==> src/rtl/keypad_pkg.sv <==
// ============================================================================
// Package : keypad_pkg
// Shared sizes, debounce state codes and scan-result classes for the keypad.
// Rev     : 1.0
// ============================================================================
`default_nettype none

package keypad_pkg;

  localparam int NUM_ROWS = 4;
  localparam int NUM_COLS = 4;
  localparam int KEY_W    = 4;

  typedef logic [1:0] kp_state_t;
  localparam kp_state_t IDLE     = 2'd0;
  localparam kp_state_t DEBOUNCE = 2'd1;
  localparam kp_state_t HELD     = 2'd2;
  localparam kp_state_t RELEASE  = 2'd3;

  typedef enum logic [1:0] {
    SCAN_NONE   = 2'd0,
    SCAN_SINGLE = 2'd1,
    SCAN_MULTI  = 2'd2
  } scan_class_e;

endpackage

`default_nettype wire

==> src/rtl/keypad_debouncer.sv <==
// ============================================================================
// Module : keypad_debouncer
// Scan-rate debounce FSM turning classified full scans into key events.
// Rev    : 1.0
// ============================================================================
`default_nettype none

module keypad_debouncer
  import keypad_pkg::*;
#(
  parameter int DEBOUNCE_SCANS = 4
) (
  input  logic             clock,
  input  logic             reset_n,
  input  logic             i_eval,
  input  scan_class_e      i_class,
  input  logic [KEY_W-1:0] i_key,
  output logic [KEY_W-1:0] o_key_code,
  output logic             o_key_valid,
  output logic             o_key_held
);

  localparam logic [3:0] c_scans = 4'(DEBOUNCE_SCANS);

  kp_state_t        r_state;
  logic [KEY_W-1:0] r_cand;
  logic [3:0]       r_stable;
  logic [3:0]       r_rel;
  logic [KEY_W-1:0] r_code;
  logic             r_valid;
  logic             r_held;

  logic w_single;
  assign w_single = (i_class == SCAN_SINGLE);

  always_ff @(posedge clock or negedge reset_n) begin
    if (!reset_n) begin
      r_state  <= IDLE;
      r_cand   <= '0;
      r_stable <= 4'd0;
      r_rel    <= 4'd0;
      r_code   <= '0;
      r_valid  <= 1'b0;
      r_held   <= 1'b0;
    end else begin
      r_valid <= 1'b0;
      if (i_eval) begin
        case (r_state)
          IDLE: begin
            if (w_single) begin
              r_state  <= DEBOUNCE;
              r_cand   <= i_key;
              r_stable <= 4'd1;
            end
          end
          DEBOUNCE: begin
            if (w_single && (i_key == r_cand)) begin
              r_stable <= r_stable + 4'd1;
              if ((r_stable + 4'd1) == c_scans) begin
                r_state <= HELD;
                r_code  <= r_cand;
                r_valid <= 1'b1;
                r_held  <= 1'b1;
              end
            end else if (w_single) begin
              r_cand   <= i_key;
              r_stable <= 4'd1;
            end else begin
              r_state <= IDLE;
            end
          end
          HELD: begin
            if (!(w_single && (i_key == r_code))) begin
              r_state <= RELEASE;
              r_rel   <= (i_class == SCAN_NONE) ? 4'd1 : 4'd0;
            end
          end
          RELEASE: begin
            // Only an unbroken run of empty scans ends a hold; ghosts or
            // other keys restart the count so no new key sneaks in.
            if (i_class == SCAN_NONE) begin
              r_rel <= r_rel + 4'd1;
              if ((r_rel + 4'd1) == c_scans) begin
                r_state <= IDLE;
                r_held  <= 1'b0;
              end
            end else if (w_single && (i_key == r_code)) begin
              r_state <= HELD;
            end else begin
              r_rel <= 4'd0;
            end
          end
          default: r_state <= IDLE;
        endcase
      end
    end
  end

  assign o_key_code  = r_code;
  assign o_key_valid = r_valid;
  assign o_key_held  = r_held;

endmodule

`default_nettype wire

==> src/rtl/keypad_scanner.sv <==
// ============================================================================
// Module : keypad_scanner
// 4x4 keypad column scanner with ghost rejection and debounced key events.
// Rev    : 1.0
// ============================================================================
`default_nettype none

module keypad_scanner
  import keypad_pkg::*;
#(
  parameter int DWELL_BITS     = 14,
  parameter int DEBOUNCE_SCANS = 4
) (
  input  logic             clock,
  input  logic             reset_n,
  input  logic [3:0]       row_n,
  output logic [3:0]       col_n,
  output logic [KEY_W-1:0] key_code,
  output logic             key_valid,
  output logic             key_held
);

  localparam int c_keys = NUM_ROWS * NUM_COLS;

  logic [NUM_ROWS-1:0]   r_row_s1;
  logic [NUM_ROWS-1:0]   r_row_s2;
  logic [DWELL_BITS-1:0] r_dwell;
  logic [1:0]            r_col_idx;
  logic [c_keys-1:0]     r_pressed;

  logic              w_dwell_end;
  logic              w_eval;
  logic [c_keys-1:0] w_vec;
  logic [4:0]        w_cnt;
  logic [KEY_W-1:0]  w_idx;
  scan_class_e       w_class;

  assign w_dwell_end = &r_dwell;
  assign w_eval      = w_dwell_end && (r_col_idx == 2'd3);
  assign col_n       = ~(4'b1000 >> r_col_idx);

  // Full-scan view including the column being sampled this cycle, so the
  // classifier sees all 16 keys on the evaluating sample itself.
  for (genvar i = 0; i < c_keys; i++) begin : g_vec
    assign w_vec[i] = (r_col_idx == 2'(i % NUM_COLS)) ? ~r_row_s2[i / NUM_COLS]
                                                      : r_pressed[i];
  end

  always_comb begin
    w_cnt = 5'd0;
    w_idx = '0;
    for (int i = 0; i < c_keys; i++) begin
      if (w_vec[i]) begin
        w_cnt = w_cnt + 5'd1;
        w_idx = KEY_W'(i);
      end
    end
    w_class = SCAN_NONE;
    if (w_cnt == 5'd1)     w_class = SCAN_SINGLE;
    else if (w_cnt > 5'd1) w_class = SCAN_MULTI;
  end

  always_ff @(posedge clock or negedge reset_n) begin
    if (!reset_n) begin
      r_row_s1  <= 4'b1111;
      r_row_s2  <= 4'b1111;
      r_dwell   <= '0;
      r_col_idx <= 2'd0;
      r_pressed <= '0;
    end else begin
      r_row_s1 <= row_n;
      r_row_s2 <= r_row_s1;
      r_dwell  <= r_dwell + DWELL_BITS'(1);
      if (w_dwell_end) begin
        r_col_idx <= r_col_idx + 2'd1;
        r_pressed <= w_eval ? '0 : w_vec;
      end
    end
  end

  keypad_debouncer #(
    .DEBOUNCE_SCANS(DEBOUNCE_SCANS)
  ) u_debouncer (
    .clock       (clock),
    .reset_n     (reset_n),
    .i_eval      (w_eval),
    .i_class     (w_class),
    .i_key       (w_idx),
    .o_key_code  (key_code),
    .o_key_valid (key_valid),
    .o_key_held  (key_held)
  );

endmodule

`default_nettype wire

==> config.mk <==
export PLATFORM = sky130hd
export DESIGN_NAME = keypad_scanner
export DESIGN_NICKNAME = d
export VERILOG_FILES = /design/src/rtl/keypad_pkg.sv /design/src/rtl/keypad_debouncer.sv /design/src/rtl/keypad_scanner.sv
export SDC_FILE = /design/constraint.sdc
export NUM_CORES = 1
export LEC_CHECK = 0
export CORE_AREA = 2 2 123 125
export DETAILED_ROUTE_END_ITERATION = 10
export DIE_AREA = 0 0 125 127
export GPL_TIMING_DRIVEN = 1
export HOLD_SLACK_MARGIN = 0.03
export SYNTH_ARGS = -nofsm -noshare
export SYNTH_HDL_FRONTEND = slang
export SYNTH_SLANG_ARGS = --single-unit
==> constraint.sdc <==
create_clock -name clock -period 10.1 [get_ports clock]
set_input_delay 2.02 -clock clock [delete_from_list [all_inputs] [get_ports clock]]
set_output_delay 2.02 -clock clock [all_outputs]
set_load 0.03 [all_outputs]
==> results of run 1 <==
[cells by family after synthesis]
group | after synthesis
AO/OA/AOI/OAI | 154
XOR/XNOR | 75
adder cells (fa/ha/maj) | 22
buffers and inverters | 50
flip-flops | 60
multiplexers | 30
AND/OR/NAND/NOR | 226
[final timing paths]
kind	from	end	slack, ns	cells after the start
worst min-delay path	r_row_s1[0]	r_row_s2[0]	0.35	0
min in group asynchronous	reset_n	u_debouncer.r_rel[1]	1.83	2
worst max register to register	r_col_idx[0]	u_debouncer.o_key_code[3]	0.40	53
worst min register to register	r_row_s1[0]	r_row_s2[0]	0.35	0
max in group asynchronous	reset_n	r_col_idx[0]	7.72	2
worst max-delay path	r_col_idx[0]	u_debouncer.o_key_code[3]	0.40	53
[worst register-to-register path: cells and delay by family, from the launching register on]
kind | cells | cell delay (ns)
xor+xnor | 3 | 0.64
simple gates | 20 | 3.46
fa+ha+maj | 9 | 2.28
buf+inv | 5 | 0.49
mux | 1 | 0.32
compound gates | 15 | 1.97
flops | 1 | 0.42
[registers in the layout (all words and copies together) (netlist names), 2 cells and up]
register,cells
u_debouncer.o_key_code,4
u_debouncer.r_rel,4
r_row_s1,4
u_debouncer.r_stable,4
u_debouncer.r_state,2
r_pressed,16
r_dwell,14
r_row_s2,4
r_col_idx,2
u_debouncer.r_cand,4
[repair_timing]
| action | 4_1_cts | 5_1_grt |
|---|---|---|
| gates resized for setup | 7 | 65 |
| pin swaps | 0 | 38 |
| setup buffers | 0 | 27 |
| endpoints found under the setup margin | 15 | 20 |
[stage by stage]
| step | setup slack, ns | std cells |
|---|---|---|
| floorplan | 0.0676 | 617 |
| global placement | -0.112 | 816 |
| detailed placement | -0.267 | 816 |
| CTS | 0.00282 | 832 |
| global route | -0.130 | 859 |
| finish | 0.401 | 859 |
[area by class of cell]
| class | count | share of cell area, % |
|---|---|---|
| Tap cell | 184 | 3.44 |
| Clock buffer | 9 | 3.37 |
| Inverter | 29 | 1.63 |
| Sequential cell | 60 | 22.6 |
| Timing Repair Buffer | 63 | 7.62 |
| Clock inverter | 7 | 1.48 |
| Multi-Input combinational cell | 507 | 59.8 |
[where the power goes]
group,internal (mW),leakage (nW),switching (mW)
clock network,0.217,0.156,0.112
registers,0.244,0.795,0.00225
logic,0.0628,1.85,0.0676
[layout by cell type, fill, tap and decap left out, types with 21 or more instances in the layout]
cell	netlist	final
buf_4	0	47
nand3_1	31	30
nand2_1	57	55
o21ai_0	25	21
nor2_1	42	40
a21oi_1	29	27
dfrtp_1	52	51
inv_1	25	22
xnor2_1	48	46
[metal layers]
| layer | routed length [µm] | part of all wire, % | vias up | GRT usage, % |
|---|---|---|---|---|
| li1 | - | - | 2371 | - |
| met3 | 439 | 3.2 | 24 | 1.93 |
| met5 | 0 | 0 | - | 0 |
| met4 | 248 | 1.8 | 0 | 5.23 |
| met2 | 6790 | 49 | 114 | 27.9 |
| met1 | 6360 | 46 | 2293 | 22.8 |
==> results.sh, run 1 <==
export IMPL_status="complete, no violations"
export IMPL_nFillCells=1351
export IMPL_yosysUniqueCellTypes=88
export IMPL_p_per_area_nw_per_um2=106
export IMPL_grt_pass1_wl_um=22100
export IMPL_synth_edf_count=0
export IMPL_firstDrtPassIters=5
export IMPL_track_usage_pct=16.7
export IMPL_yosysTopAreaCellShare_pct=24.2
export IMPL_synth_simple_area_share_pct=21.4
export IMPL_synth_compound_area_share_pct=20.7
export IMPL_clock_root_buffer="clkbuf_16"
export IMPL_synthToLayoutAreaGrowth_pct=24.1
export IMPL_clkSinkCount=60
export IMPL_synthAdderAreaFrac_pct=5.06
export IMPL_max_clock_path_buffers=2
export IMPL_holdWs_ns=0.355
export IMPL_power_leakage_nw=2.81
export IMPL_path_clk_slew_ns=0.06
export IMPL_coreArea_um2=14400
export IMPL_total_power_mw=0.706
export IMPL_antenna_found_initial=0
export IMPL_cp_max_fo=6
export IMPL_skew_ns=0.00637
export IMPL_crit_arrival_ns=9.91
export IMPL_setup_viol_count_final=0
export IMPL_initial_utilization_pct=37.3
export IMPL_fin_crit_ns=9.70
export IMPL_crit_required_ns=10.31
export IMPL_crit_top_cell="nor2_1"
export IMPL_tightestPinTransition_ns=1.24
export IMPL_overflow=0
export IMPL_startpoint_type="register"
export IMPL_async_flop_share_pct=100
export IMPL_io_pins=16
export IMPL_syn_nets=644
export IMPL_ant_nets=0
export IMPL_synth_most_common_cell="nand2_1"
export IMPL_drc=0
export IMPL_hpwl_um=9960
export IMPL_drive_gt1_share_pct=24.3
export IMPL_finalCritPeriodShare_pct=96.0
export IMPL_drv_slew=0
export IMPL_fmax_mhz=103
export IMPL_synth_top_cells_by_area="dfrtp_1 (24%), xnor2_1 (7.8%), ha_1 (4.9%)"
export IMPL_syn_area_per_cell_um2=8.73
export IMPL_grt_pass1_vias=4491
export IMPL_synth_area_mux_share_pct=6.06
export IMPL_ys_seq_elements=60
export IMPL_crit_path_top_delay_cell="or3b_1"
export IMPL_worstSetupPathType="register to register"
export IMPL_max_cap_violations=0
export IMPL_synth_ff_type="dfrtp_1"
export IMPL_clkLatencyLatePin_ns=0.33
export IMPL_routed_wl_um=13800
export IMPL_syn_area_um2=5390
export IMPL_cts_tree="done"
export IMPL_critPathCaptureType="register"
export IMPL_critical_path_buf_inv_count=5
export IMPL_cts_inserted_buffers=9
export IMPL_nets=697
export IMPL_drtIter0Drc=311
export IMPL_synthXorXnorAreaFrac_pct=15.0
export IMPL_seq_area_frac_synth_pct=28.1
export IMPL_multi_input_area_um2=4000
export IMPL_dpl_cell_area_um2=5830
export IMPL_register_area_um2=1510
export IMPL_finalInstanceArea_um2=6690
export IMPL_antennaDiodeCount=0
export IMPL_hold_viol=0
export IMPL_die_area_um2=15900
export IMPL_gp_congestion=0.903
export IMPL_hold_buffers=0
export IMPL_holdCritPathClass="register to register"
export IMPL_die_h_um=127
export IMPL_synth_top_family_by_area="simple AND/OR/NAND/NOR gates"
export IMPL_wl_per_cell_um=16.1
export IMPL_synthTopCellsByCount="nand2_1 (57), dfrtp_1 (52), xnor2_1 (48)"
export IMPL_port_buffers=15
export IMPL_final_util_pct=46.4
export IMPL_cp_top_family="simple AND/OR/NAND/NOR gates"
export IMPL_htree_levels=3
export IMPL_maxSlewHeadroom_pct=17.2
export IMPL_rows=44
export IMPL_synthCells=617
export IMPL_cp_slowest_stage_delay_ns=0.43
export IMPL_grt_max_degree=61
export IMPL_vias=4802
export IMPL_ir_drop_mv=0.0872
export IMPL_yosys_warnings=0
export IMPL_vias_per_cell=5.59
export IMPL_die_width_um=125
export IMPL_fin_tns_setup_ns=0
export IMPL_synth_top_cell_by_area="dfrtp_1"
(Power assumes the default switching activity.)
==> inputs of run 2 (changes only) <==
Settings changed: RECOVER_POWER set to 25.
Clock period 10.1 ns to 7.9 ns, I/O delays scaled along.
==> run 2 against run 1 <==
Effect of this change: the flow now finishes with violations (capacitance limit, slew limit, setup timing); sequential power rose by 28%; cell area rose by 15%; maximum frequency rose by 6.6%; clock-buffer cell count rose by 3; combinational power rose by 68%; critical path depth fell by 1; sequential share of layout area fell by 2.9 points; via count rose by 8.7%; wire length rose by 12%; register-to-register slack got worse by 1.6 ns; hold slack got worse by 0.0075 ns.
==> results.sh, run 2 (same netlist as run 1, synthesis figures left out) <==
export IMPL_clkLatencyLatePin_ns=0.33
export IMPL_cp_max_fo=5
export IMPL_coreArea_um2=14400
export IMPL_hpwl_um=11200
export IMPL_setup_viol_count_final=20
export IMPL_dpl_cell_area_um2=6840
export IMPL_grt_setup_unrepaired="true"
export IMPL_drive_gt1_share_pct=37.0
export IMPL_drtIter0Drc=247
export IMPL_finalInstanceArea_um2=7680
export IMPL_r2r_start="r_col_idx[0]"
export IMPL_grt_pass1_vias=5127
export IMPL_track_usage_pct=19.2
export IMPL_antenna_found_initial=0
export IMPL_initial_utilization_pct=37.3
export IMPL_vias_per_cell=5.44
export IMPL_mostFrequentLayoutCells="buf_4 (138), nand2_1 (54), dfrtp_1 (52), xnor2_1 (46), nor2_1 (31)"
export IMPL_p_int_mw=0.709
export IMPL_place_inst=919
export IMPL_final_common_cell="buf_4"
export IMPL_io_pins=16
export IMPL_worstSetupPathType="register to register"
export IMPL_firstDrtPassIters=5
export IMPL_clkSinkCount=60
export IMPL_htree_levels=3
export IMPL_crit_arrival_ns=9.31
export IMPL_hold_buffers=0
export IMPL_routed_wl_um=15500
export IMPL_cp_top_family="simple AND/OR/NAND/NOR gates"
export IMPL_fin_crit_ns=9.10
export IMPL_max_cap_violations=1
export IMPL_path_clk_slew_ns=0.06
export IMPL_drv_slew=61
export IMPL_tightestPinTransition_ns=3.16
export IMPL_critPathCaptureType="register"
export IMPL_wl_per_cell_um=16.2
export IMPL_startpoint_type="register"
export IMPL_clock_root_buffer="clkbuf_16"
export IMPL_reg_largest_list="r_pressed x16, r_dwell x14"
export IMPL_port_buffers=15
export IMPL_cts_inserted_buffers=9
export IMPL_grt_pass1_wl_um=25400
export IMPL_power_frac_clock_pct=43.8
export IMPL_finalCritPeriodShare_pct=115
export IMPL_final_util_pct=53.3
export IMPL_failed_checks="capacitance limit, slew limit, setup timing"
export IMPL_crit_required_ns=8.11
export IMPL_vias=5221
export IMPL_cp_slowest_stage_delay_ns=0.42
export IMPL_nets=797
export IMPL_p_per_area_nw_per_um2=124
export IMPL_hold_viol=0
export IMPL_maxSlewHeadroom_pct=-110
export IMPL_synthToLayoutAreaGrowth_pct=42.6
export IMPL_holdCritPathClass="register to register"
export IMPL_overflow=0
export IMPL_max_clock_path_buffers=2
export IMPL_drc=0
export IMPL_cts_tree="done"
export IMPL_gp_congestion=0.909
export IMPL_die_width_um=125
export IMPL_p_sw_share_pct=25.3
export IMPL_crit_path_top_delay_cell="dfrtp_1"
export IMPL_antennaDiodeCount=0
export IMPL_fmax_mhz=110
export IMPL_nFillCells=1330
export IMPL_holdWs_ns=0.347
export IMPL_die_area_um2=15900
export IMPL_skew_ns=0.00964
export IMPL_critical_path_buf_inv_count=7
export IMPL_largest_reg_flops=16
export IMPL_crit_path_start="r_col_idx[0]"
export IMPL_ir_drop_mv=0.145
export IMPL_ant_nets=0
export IMPL_rows=44
export IMPL_status="finished, violations left"
export IMPL_die_h_um=127
export IMPL_worst_slack_ns=-1.20
export IMPL_stdcell_count=959
export IMPL_p_seq_share_pct=33.0
export IMPL_power_leakage_nw=3.34
export IMPL_hold_start="r_row_s1[0]"
export IMPL_grt_max_degree=61
export IMPL_regMostFlops="r_pressed"
export IMPL_pwr_share_comb_pct=23.1
export IMPL_net_switching_power_mw=0.240
## run 2: stage by stage
step / setup TNS [ns] / power (mW) / setup WS [ns]
after detailed placement: -24.60 / 0.491 / -1.35
after global placement: -21.70 / 0.487 / -1.20
final: -21.92 / 0.949 / -1.20
after CTS: -20.59 / 0.937 / -1.14
after floorplan: -20.40 / 0.428 / -1.25
after global routing: -31.37 / 0.989 / -1.70
## run 2: area by class of cell
cell class                 count  area (µm²)  share of cell area, %
inverter                      29         111                   1.45
tap                          184         230                   3.00
timing repair buffer         163        1290                   16.8
clock inverter                 4        72.6                  0.945
clock buffer                  12         246                   3.21
sequential                    60        1510                   19.7
multi-input combinational    507        4220                   55.0
## run 2: layer usage
layer | up-vias | GRT usage, % | wire (µm)
li1 | 2559 | - | -
met4 | 0 | 5.82 | 182
met1 | 2542 | 25.7 | 7200
met5 | - | 0 | 0
met3 | 18 | 2.60 | 516
met2 | 102 | 32.5 | 7600
## run 2: path summary, 6_finish.rpt
| path | slack [ns] | depth (start not counted) | endpoint |
|---|---|---|---|
| max | -1.20 | 52 | u_debouncer.r_state[0] |
| min | 0.35 | 0 | r_row_s2[0] |
| max reg2reg | -1.20 | 52 | u_debouncer.r_state[0] |
| min reg2reg | 0.35 | 0 | r_row_s2[0] |
| max in group asynchronous | 3.72 | 2 | r_dwell[8] |
| min in group asynchronous | 2.39 | 2 | u_debouncer.r_state[0] |
## run 2: what timing repair did
item / 4_1_cts / 5_1_grt
buffers inserted: 16 / 8
pin swaps: 24 / 30
gates resized for setup: 42 / 30
endpoints found under the setup margin: 20 / 20
## run 2: power by group through the flow
stage / Combinational (mW) / Sequential (mW) / Clock, mW
floorplan: 0.110 / 0.318 / 0
global placement: 0.169 / 0.319 / 0
detailed placement: 0.172 / 0.319 / 0
CTS: 0.200 / 0.314 / 0.424
global route: 0.237 / 0.314 / 0.438
finish: 0.219 / 0.314 / 0.416
